File: config.mk
export PLATFORM = sky130hd
export DESIGN_NAME = ps2_scancode_rx
export DESIGN_NICKNAME = d
export VERILOG_FILES = /design/src/rtl/ps2_pkg.sv /design/src/rtl/ps2_input_filter.sv /design/src/rtl/ps2_scancode_rx.sv
export SDC_FILE = /design/constraint.sdc
export NUM_CORES = 1
export LEC_CHECK = 0
export CAP_MARGIN = 30
export CORE_UTILIZATION = 32
export DETAILED_ROUTE_END_ITERATION = 10
export PLACE_DENSITY = 0.48
export SYNTH_ARGS = -nofsm -noshare
export SYNTH_HDL_FRONTEND = slang
export SYNTH_SLANG_ARGS = --single-unit
File: constraint.sdc
create_clock -name clock -period 2.5 [get_ports clock]
set_input_delay 0.25 -clock clock [delete_from_list [all_inputs] [get_ports clock]]
set_output_delay 0.25 -clock clock [all_outputs]
set_load 0.02 [all_outputs]
File: src/rtl/ps2_pkg.sv
// -----------------------------------------------------------------------------
// ps2_pkg
// Shared definitions for the PS/2 device-to-host receive path:
//   - frame FSM state encoding (IDLE / DATA / PARITY / STOP)
//   - PS/2 framing constants and well-known scan code prefixes
//   - default conditioning / timeout parameters
//   - frame evaluation result type and odd-parity helper
// -----------------------------------------------------------------------------
package ps2_pkg;

    // Frame FSM state encoding.
    localparam logic [1:0] ST_IDLE   = 2'd0;
    localparam logic [1:0] ST_DATA   = 2'd1;
    localparam logic [1:0] ST_PARITY = 2'd2;
    localparam logic [1:0] ST_STOP   = 2'd3;

    // PS/2 framing constants.
    localparam logic       PS2_START_BIT   = 1'b0;
    localparam logic       PS2_STOP_BIT    = 1'b1;
    localparam logic [7:0] PS2_BREAK_CODE  = 8'hF0;
    localparam logic [7:0] PS2_EXTEND_CODE = 8'hE0;

    // Defaults: 8-sample glitch filter, 1 ms inter-bit timeout at 50 MHz.
    localparam int DEFAULT_FILTER_LEN     = 8;
    localparam int DEFAULT_TIMEOUT_CYCLES = 50000;

    // Outcome of evaluating a complete frame in the STOP strobe cycle.
    typedef enum logic [1:0] {
        RES_NONE   = 2'd0,
        RES_KEY    = 2'd1,
        RES_PARITY = 2'd2,
        RES_FRAME  = 2'd3
    } frame_result_e;

    // PS/2 uses odd parity: data bits plus parity bit hold an odd number of ones.
    function automatic logic odd_parity_ok(input logic [7:0] data, input logic par);
        return ^{data, par};
    endfunction

endpackage

File: src/rtl/ps2_input_filter.sv
// -----------------------------------------------------------------------------
// ps2_input_filter
// Conditions the raw, asynchronous PS/2 pins for the frame FSM.
//   - 2-flop synchronizers on ps2_clk and ps2_dat (reset to 1, the idle bus)
//   - glitch filter: the filtered clock only follows the synchronized clock
//     after FILTER_LEN consecutive samples that differ from its current level
//   - bit_strobe: one-cycle pulse on each 1->0 change of the filtered clock
//
// Ports:
//   clock       in   system clock
//   resetn      in   asynchronous active-low reset
//   ps2_clk     in   raw PS/2 clock pin
//   ps2_dat     in   raw PS/2 data pin
//   bit_strobe  out  one-cycle pulse, a PS/2 bit is to be sampled now
//   dat_sync    out  synchronized PS/2 data, valid to sample with bit_strobe
// -----------------------------------------------------------------------------
module ps2_input_filter
    import ps2_pkg::*;
#(
    parameter int FILTER_LEN = DEFAULT_FILTER_LEN
) (
    input  logic clock,
    input  logic resetn,
    input  logic ps2_clk,
    input  logic ps2_dat,
    output logic bit_strobe,
    output logic dat_sync
);

    logic       clk_meta;
    logic       clk_sync;
    logic       dat_meta;
    logic       filt_clk;
    logic [7:0] filt_cnt;

    // NOTE: sequential state is always written with non-blocking assignments so
    // every flop samples the pre-edge value of its neighbours (shift behaviour).
    always_ff @(posedge clock or negedge resetn) begin
        if (!resetn) begin
            clk_meta <= 1'b1;
            clk_sync <= 1'b1;
            dat_meta <= 1'b1;
            dat_sync <= 1'b1;
        end else begin
            clk_meta <= ps2_clk;
            clk_sync <= clk_meta;
            dat_meta <= ps2_dat;
            dat_sync <= dat_meta;
        end
    end

    // filt_cnt counts consecutive synchronized samples that disagree with
    // filt_clk; any agreeing sample restarts the count, so short glitches die.
    always_ff @(posedge clock or negedge resetn) begin
        if (!resetn) begin
            filt_clk   <= 1'b1;
            filt_cnt   <= 8'd0;
            bit_strobe <= 1'b0;
        end else begin
            bit_strobe <= 1'b0;
            if (clk_sync == filt_clk) begin
                filt_cnt <= 8'd0;
            end else if (filt_cnt == 8'(FILTER_LEN - 1)) begin
                filt_clk   <= clk_sync;
                filt_cnt   <= 8'd0;
                // Only a high-to-low change of the filtered clock is a bit edge.
                bit_strobe <= filt_clk;
            end else begin
                filt_cnt <= filt_cnt + 8'd1;
            end
        end
    end

endmodule

File: src/rtl/ps2_scancode_rx.sv
// -----------------------------------------------------------------------------
// ps2_scancode_rx
// PS/2 device-to-host frame receiver. Checks start, odd parity and stop bits,
// publishes the newest scan code together with the previous one and pulses a
// strobe for every accepted byte or dropped frame. A frame whose bits stop
// arriving for TIMEOUT_CYCLES system clocks is aborted with frame_error.
//
// Ports:
//   clock                  in   system clock, rising edge
//   resetn                 in   asynchronous active-low reset
//   ps2_clk                in   raw PS/2 clock pin (never driven here)
//   ps2_dat                in   raw PS/2 data pin (never driven here)
//   ps2_key_received       out  most recent accepted scan code
//   ps2_last_key_received  out  scan code accepted before ps2_key_received
//   key_valid              out  one-cycle pulse per accepted byte
//   parity_error           out  one-cycle pulse, frame dropped on bad parity
//   frame_error            out  one-cycle pulse, bad stop bit or timeout
// -----------------------------------------------------------------------------
module ps2_scancode_rx
    import ps2_pkg::*;
#(
    parameter int FILTER_LEN     = DEFAULT_FILTER_LEN,
    parameter int TIMEOUT_CYCLES = DEFAULT_TIMEOUT_CYCLES
) (
    input  logic       clock,
    input  logic       resetn,
    input  logic       ps2_clk,
    input  logic       ps2_dat,
    output logic [7:0] ps2_key_received,
    output logic [7:0] ps2_last_key_received,
    output logic       key_valid,
    output logic       parity_error,
    output logic       frame_error
);

    localparam int CNT_W = (TIMEOUT_CYCLES > 2) ? $clog2(TIMEOUT_CYCLES) : 1;

    logic             bit_strobe;
    logic             dat_sync;
    logic [1:0]       state;
    logic [7:0]       shift_reg;
    logic [2:0]       bit_cnt;
    logic             parity_bit;
    logic [CNT_W-1:0] timeout_cnt;
    logic             timeout_hit;
    frame_result_e    frame_res;

    ps2_input_filter #(
        .FILTER_LEN (FILTER_LEN)
    ) u_filter (
        .clock      (clock),
        .resetn     (resetn),
        .ps2_clk    (ps2_clk),
        .ps2_dat    (ps2_dat),
        .bit_strobe (bit_strobe),
        .dat_sync   (dat_sync)
    );

    // The timeout fires on the edge where the counter would reach
    // TIMEOUT_CYCLES-1, i.e. TIMEOUT_CYCLES-1 clocks after the edge that
    // consumed the last strobe. The registered frame_error lands on that edge.
    assign timeout_hit = (state != ST_IDLE) &&
                         (timeout_cnt == CNT_W'(TIMEOUT_CYCLES - 2));

    // Verdict on the frame being closed by the current (STOP) strobe; only
    // used when state is STOP and a strobe is present.
    // NOTE: every variable assigned in always_comb gets a default first, so no
    // path can leave it holding its old value (which would infer a latch).
    always_comb begin
        frame_res = RES_NONE;
        if (!odd_parity_ok(shift_reg, parity_bit)) begin
            frame_res = RES_PARITY;
        end else if (dat_sync == PS2_STOP_BIT) begin
            frame_res = RES_KEY;
        end else begin
            frame_res = RES_FRAME;
        end
    end

    always_ff @(posedge clock or negedge resetn) begin
        if (!resetn) begin
            state                 <= ST_IDLE;
            shift_reg             <= 8'd0;
            bit_cnt               <= 3'd0;
            parity_bit            <= 1'b0;
            timeout_cnt           <= '0;
            ps2_key_received      <= 8'd0;
            ps2_last_key_received <= 8'd0;
            key_valid             <= 1'b0;
            parity_error          <= 1'b0;
            frame_error           <= 1'b0;
        end else begin
            key_valid    <= 1'b0;
            parity_error <= 1'b0;
            frame_error  <= 1'b0;

            if (timeout_hit) begin
                // Abort wins over a strobe arriving in the same cycle.
                frame_error <= 1'b1;
                state       <= ST_IDLE;
                shift_reg   <= 8'd0;
                bit_cnt     <= 3'd0;
                timeout_cnt <= '0;
            end else if (bit_strobe) begin
                timeout_cnt <= '0;
                case (state)
                    ST_IDLE: begin
                        // A 1 here is a spurious start: silently stay idle.
                        if (dat_sync == PS2_START_BIT) begin
                            state   <= ST_DATA;
                            bit_cnt <= 3'd0;
                        end
                    end
                    ST_DATA: begin
                        // LSB first: the first data bit ends up in bit 0.
                        shift_reg <= {dat_sync, shift_reg[7:1]};
                        bit_cnt   <= bit_cnt + 3'd1;
                        if (bit_cnt == 3'd7) begin
                            state <= ST_PARITY;
                        end
                    end
                    ST_PARITY: begin
                        parity_bit <= dat_sync;
                        state      <= ST_STOP;
                    end
                    ST_STOP: begin
                        state   <= ST_IDLE;
                        bit_cnt <= 3'd0;
                        case (frame_res)
                            RES_KEY: begin
                                ps2_last_key_received <= ps2_key_received;
                                ps2_key_received      <= shift_reg;
                                key_valid             <= 1'b1;
                            end
                            RES_PARITY: parity_error <= 1'b1;
                            RES_FRAME:  frame_error  <= 1'b1;
                            default:    ;
                        endcase
                    end
                    default: state <= ST_IDLE;
                endcase
            end else if (state == ST_IDLE) begin
                timeout_cnt <= '0;
            end else begin
                timeout_cnt <= timeout_cnt + 1'b1;
            end
        end
    end

endmodule

Word-level counts from Yosys, hierarchy flattened. Index checks and enable logic that the tools add are counted.

Flip-flop bits (word level): 63. Latch bits: 0. RAM bits: 0. Bits in read-only memories: 0. Memories kept: 0.

Add/subtract/negate cells: 3. Multiply operators: 0. Divide/modulo/power cells: 0. $lt $le $gt $ge: 0. Equal/unequal tests: 12. Shift-type cells: 0. Mux-type cells: 33. Bitwise operators: 2. Reduce and logical (&&, ||, !) cells: 13.

Operators by type and width (number): $mux W16 (3); $mux W8 (5); $add A16 B1 Y16 const B (1); $eq A16 B16 Y1 const B (1); $mux W1 (14); $mux W2 (6); $mux W3 (3); $pmux W3 S3 (1); $reduce_and A3 Y1 (3); $reduce_xor A9 Y1 (1); $add A8 B1 Y8 const B (1); $eq A2 B2 Y1 const B (4); $eq A8 B3 Y1 const B (1); $pmux W2 S4 (1); $ne A3 B3 Y1 const B (2); $reduce_bool A2 Y1 (3); $eq A2 B1 Y1 const B (2); $reduce_and A2 Y1 (2); $reduce_and A4 Y1 (1); $reduce_bool A4 Y1 (1); $add A3 B1 Y3 const B (1); $eq A3 B3 Y1 const B (1); $logic_not A2 Y1 (1); $not A1 Y1 (2); other kinds (2) (2).

Longest topological paths before layout.
Word-level depth: 7. Mapped depth: 9. Mapped depth without buffers: 7.

Modules after synthesis. Synthesis repeated with hierarchy kept, for this count alone.

Cells, all modules: 245. Area, all modules: 2841.5 um^2.

Modules (own cells, without submodules): ps2_scancode_rx (times used 1, cells an instance 198, area each 2253.4 um^2, sequential area each 1226.2 um^2); ps2_input_filter (times used 1, cells an instance 47, area each 588.1 um^2, sequential area each 356.6 um^2).

Worst setup path before layout. Ideal clock, no wire load.

Path type: flip-flop to flip-flop. From: register shift_reg[4]. To: register ps2_key_received[1]. Library setup time: 0.125 ns. Data arrival time: 1.943 ns. Required time: 2.375 ns. Setup slack: 0.432 ns. Stages on the path, launching flop included: 8. Cells stage by stage: dfrtp_1 xnor2_1 xnor3_1 xnor2_1 and4bb_1 buf_6 buf_12 mux2_4.

Word-level cells in the longest chain between the ends: 4.

Ends and longest elaborated chain: start, declared (RTL line ps2_scancode_rx.sv:41) `logic [7:0] shift_reg;`; start signal, assigned (RTL line ps2_scancode_rx.sv:116) `shift_reg <= {dat_sync, shift_reg[7:1]};`; $reduce_xor A9 Y1 (RTL line ps2_pkg.sv:37) `return ^{data, par};`; $mux W2 (RTL line ps2_scancode_rx.sv:71) `if (!odd_parity_ok(shift_reg, parity_bit)) begin`; $eq A2 B1 Y1 (RTL line ps2_scancode_rx.sv:129) `case (frame_res)`; $reduce_and A4 Y1 (no line); end signal, assigned (RTL line ps2_scancode_rx.sv:132) `ps2_key_received <= shift_reg;`; end, declared (RTL line ps2_scancode_rx.sv:29) `output logic [7:0] ps2_key_received,`.

Every way passes these cells. A chain may end at the register's enable or synchronous reset.

Final worst setup path.
From: register shift_reg[4]. To: register ps2_last_key_received[5].

Word-level cells in the longest chain between the ends: 4.

Ends and longest elaborated chain: $reduce_xor A9 Y1 (RTL line ps2_pkg.sv:37); $mux W2 (RTL line ps2_scancode_rx.sv:71); $eq A2 B1 Y1 (RTL line ps2_scancode_rx.sv:129); $reduce_and A4 Y1 (no line); end signal, assigned (RTL line ps2_scancode_rx.sv:131) `ps2_last_key_received <= ps2_key_received;`; end, declared (RTL line ps2_scancode_rx.sv:30) `output logic [7:0] ps2_last_key_received,`.

Every way passes these cells.

==> results.py <==
metrics = {
    "floorplan": {
        "ios": 23,
        "design.core.area_um2": 8721,
        "die_y_um": 96.75,
        "die_x_um": 96.75,
        "die_area_um2": 9361,
        "core.rowCount": 34,
        "start_util": 0.3294,
    },
    "routing": {
        "drc_errors": 0,
        "ant_nets": 0,
        "drtIter0Drc": 46,
        "dr.pass1.iters": 4,
        "vias_per_cell": 4.679,
        "vias": 1839,
        "avgRoutedWirePerCell_um": 12.38,
        "wirelength_um": 4866,
    },
    "synth": {
        "yosysWarningCount": 0,
        "synth_seq_area_share": 0.5510,
        "synth_top_family_by_area": "simple AND/OR/NAND/NOR gates",
        "ys.flop_type": "dfrtp_1",
        "synth_xor_area_frac": 0.08406,
        "netlist-cell-type-count": 33,
        "muxShareOfSynthArea": 0.09408,
        "yosysMostFrequentCell": "dfrtp_1",
        "ys_top_cells_by_count": "dfrtp_1 (58), nor2_1 (26), nand3_1 (21)",
        "avgSynthCellArea_um2": 11.63,
        "synth.top_cell.area_share": 0.5052,
        "synth_seq_cells": 63,
        "synth-simple-area-share": 0.1738,
        "synth.largest_area_cell": "dfrtp_1",
        "synth_fa_ha_area_frac": 0.03920,
        "syn_nets": 260,
        "synth_compound_area_frac": 0.03528,
        "synth_cells": 247,
        "synthArstFlopShare": 1.000,
        "synth_area_um2": 2873,
        "ys_top_cells_by_area": "dfrtp_1 (51%), mux2_4 (4.7%), mux2_2 (4.7%)",
        "synth_edf_count": 0,
    },
    "clock_tree": {
        "clk_latency_ns": 0.33,
        "numCtsBuffers": 9,
        "cts_tree": "built",
        "cts-htree-levels": 3,
        "clkTransAtPathRegs_ns": 0.07,
        "clockRootBuffer": "clkbuf_8",
        "cts_setup_buffers": 0,
        "cts_sinks": 63,
        "cts.path.max_buffers": 2,
    },
    "setup_path": {
        "worstPathRequired_ns": 2.71,
        "cp.arrival_ns": 2.40,
        "critPathLaunchType": "register",
        "critPathCaptureType": "register",
        "crit_fanout": 17,
        "critPathKind": "reg2reg",
    },
    "finish": {
        "syn_to_final_growth_pct": 18.95,
        "final_cell_area_um2": 3417,
        "top_register": "timeout_cnt",
        "largest_reg_flops": 16,
        "fill_cells": 843,
        "nNetsFinal": 293,
        "drive_gt1_frac": 0.1684,
        "stdcell_count": 393,
        "diodes": 0,
    },
    "global_routing": {
        "grt_pass1_wl_um": 8825,
        "grt_pass1_vias": 1861,
        "grt_use_total": 0.1175,
        "grt_max_degree": 36,
        "grt_remaining_overflow": 0,
        "antenna_found_initial": 0,
    },
    "timing": {
        "setup_tns_ns": 0,
        "slew-limit-headroom": 0.5579,
        "fmax_mhz": 458.6,
        "slew_violations": 0,
        "rsz0062_at_grt": "no",
        "worstMarginPinSlew_ns": 0.6631,
        "layout_min_cycle_time_ns": 2.181,
        "skew_ns": 0.008156,
        "setup_viol": 0,
        "finalWorstSetupSlack_ns": 0.3193,
        "finalHoldViolations": 0,
        "fin_crit_sh": 0.8723,
        "hold_ws_ns": 0.3240,
    },
    "placed_design": {
        "portBuffers": 22,
        "place_ws_ns": 0.3203,
        "dp_hpwl_um": 3300,
        "dp_cells": 376,
        "place_area_um2": 3239,
        "place_congestion": 0.7253,
    },
    "min_path": {
        "hp-class": "in2reg",
    },
    "power_and_ir_drop": {
        "power_leakage_uw": 0.001533,
        "p_per_area_nw_per_um2": 568.9,
        "vdd_drop_max_mv": 0.2792,
    },
    "job": {
        "maxCapViolations": 0,
    },
    "run_status": {
        "status": "complete, no violations",
    },
}
routing by layer:
layer  routed length (um)  track usage  vias up
li1                     -            -      913
met1                 2458       0.1523      890
met2                 2172       0.1766       31
met3                  176      0.04118        5
met4                   59      0.05166        0
met5                    0            0        -
final cells by class:
type,instances,area (um2),area share
multi-input cells,173,1225,0.3585
flip-flops and latches,63,1583,0.4632
clock inverters,4,22.52,0.006591
clock buffers,12,145.1,0.04248
repair buffers,28,287.8,0.08422
inverters,5,18.77,0.005492
well taps,108,135.1,0.03955
kinds of logic (layout without fill, tap and decap cells):
group	count (synthesis)	in the layout
AND/OR/NAND/NOR	99	99
flip-flops	63	63
XOR/XNOR	26	26
multiplexers	21	21
AO/OA/AOI/OAI	18	18
buffers and inverters	11	49
adder cells (fa/ha/maj)	9	9
path summary, 6_finish.rpt:
path                                                              to  cells after the start                        start  slack, ns
worst max-delay path            ps2_last_key_received[5]$_DFFE_PN0P_                      6     shift_reg[4]$_DFFE_PN0P_       0.32
worst min-delay path                     u_filter.dat_meta$_DFF_PN1_                      1                      ps2_dat       0.32
worst max register to register  ps2_last_key_received[5]$_DFFE_PN0P_                      6     shift_reg[4]$_DFFE_PN0P_       0.32
worst min register to register           u_filter.clk_sync$_DFF_PN1_                      0  u_filter.clk_meta$_DFF_PN1_       0.35
max in group asynchronous                u_filter.clk_meta$_DFF_PN1_                      3                       resetn       1.33
min in group asynchronous       ps2_last_key_received[7]$_DFFE_PN0P_                      2                       resetn       0.48
per-stage QoR:
step	power, uW	utilization
after detailed placement	1209	0.3714
after global routing	2059	0.3918
after floorplan	1161	-
final	1944	0.3918
after CTS	1993	0.3918
after global placement	1210	0.3714
timing repair:
item / in CTS / in global routing
resized for setup: 0 / 0
endpoints found under the hold margin: 26 / 0
hold buffers: 1 / 0
cell usage in the layout (no fill, tap or decap), types with 5 or more instances in the layout:
master and n:
dfrtp_1 58, nor2_1 26, nand3_1 21, clkdlybuf4s50_1 21, nand2_1 20, xor2_1 14, a21oi_1 12, mux2_2 12
xnor2_1 11, clkbuf_8 10, mux2_4 9, ha_1 9, nor3_1 8, and3_1 6, inv_1 5, dfstp_2 5
report_power, final:
group	internal (uW)	total (uW)	switching, uW	leakage (uW)
logic	41.9	106	63.8	0.000587
registers	1060	1080	23.8	0.000861
clock network	382	758	376	0.0000861
total	1480	1940	463	0.00153
worst max-delay path, cell delays in order, from the launching register on:
cell and delay, ns:
dfrtp_1 0.41, xnor2_1 0.17, xnor3_1 0.42, xnor2_1 0.25, and4bb_1 0.28, buf_12 0.18
mux2_2 0.34
(Power assumes the default switching activity.)
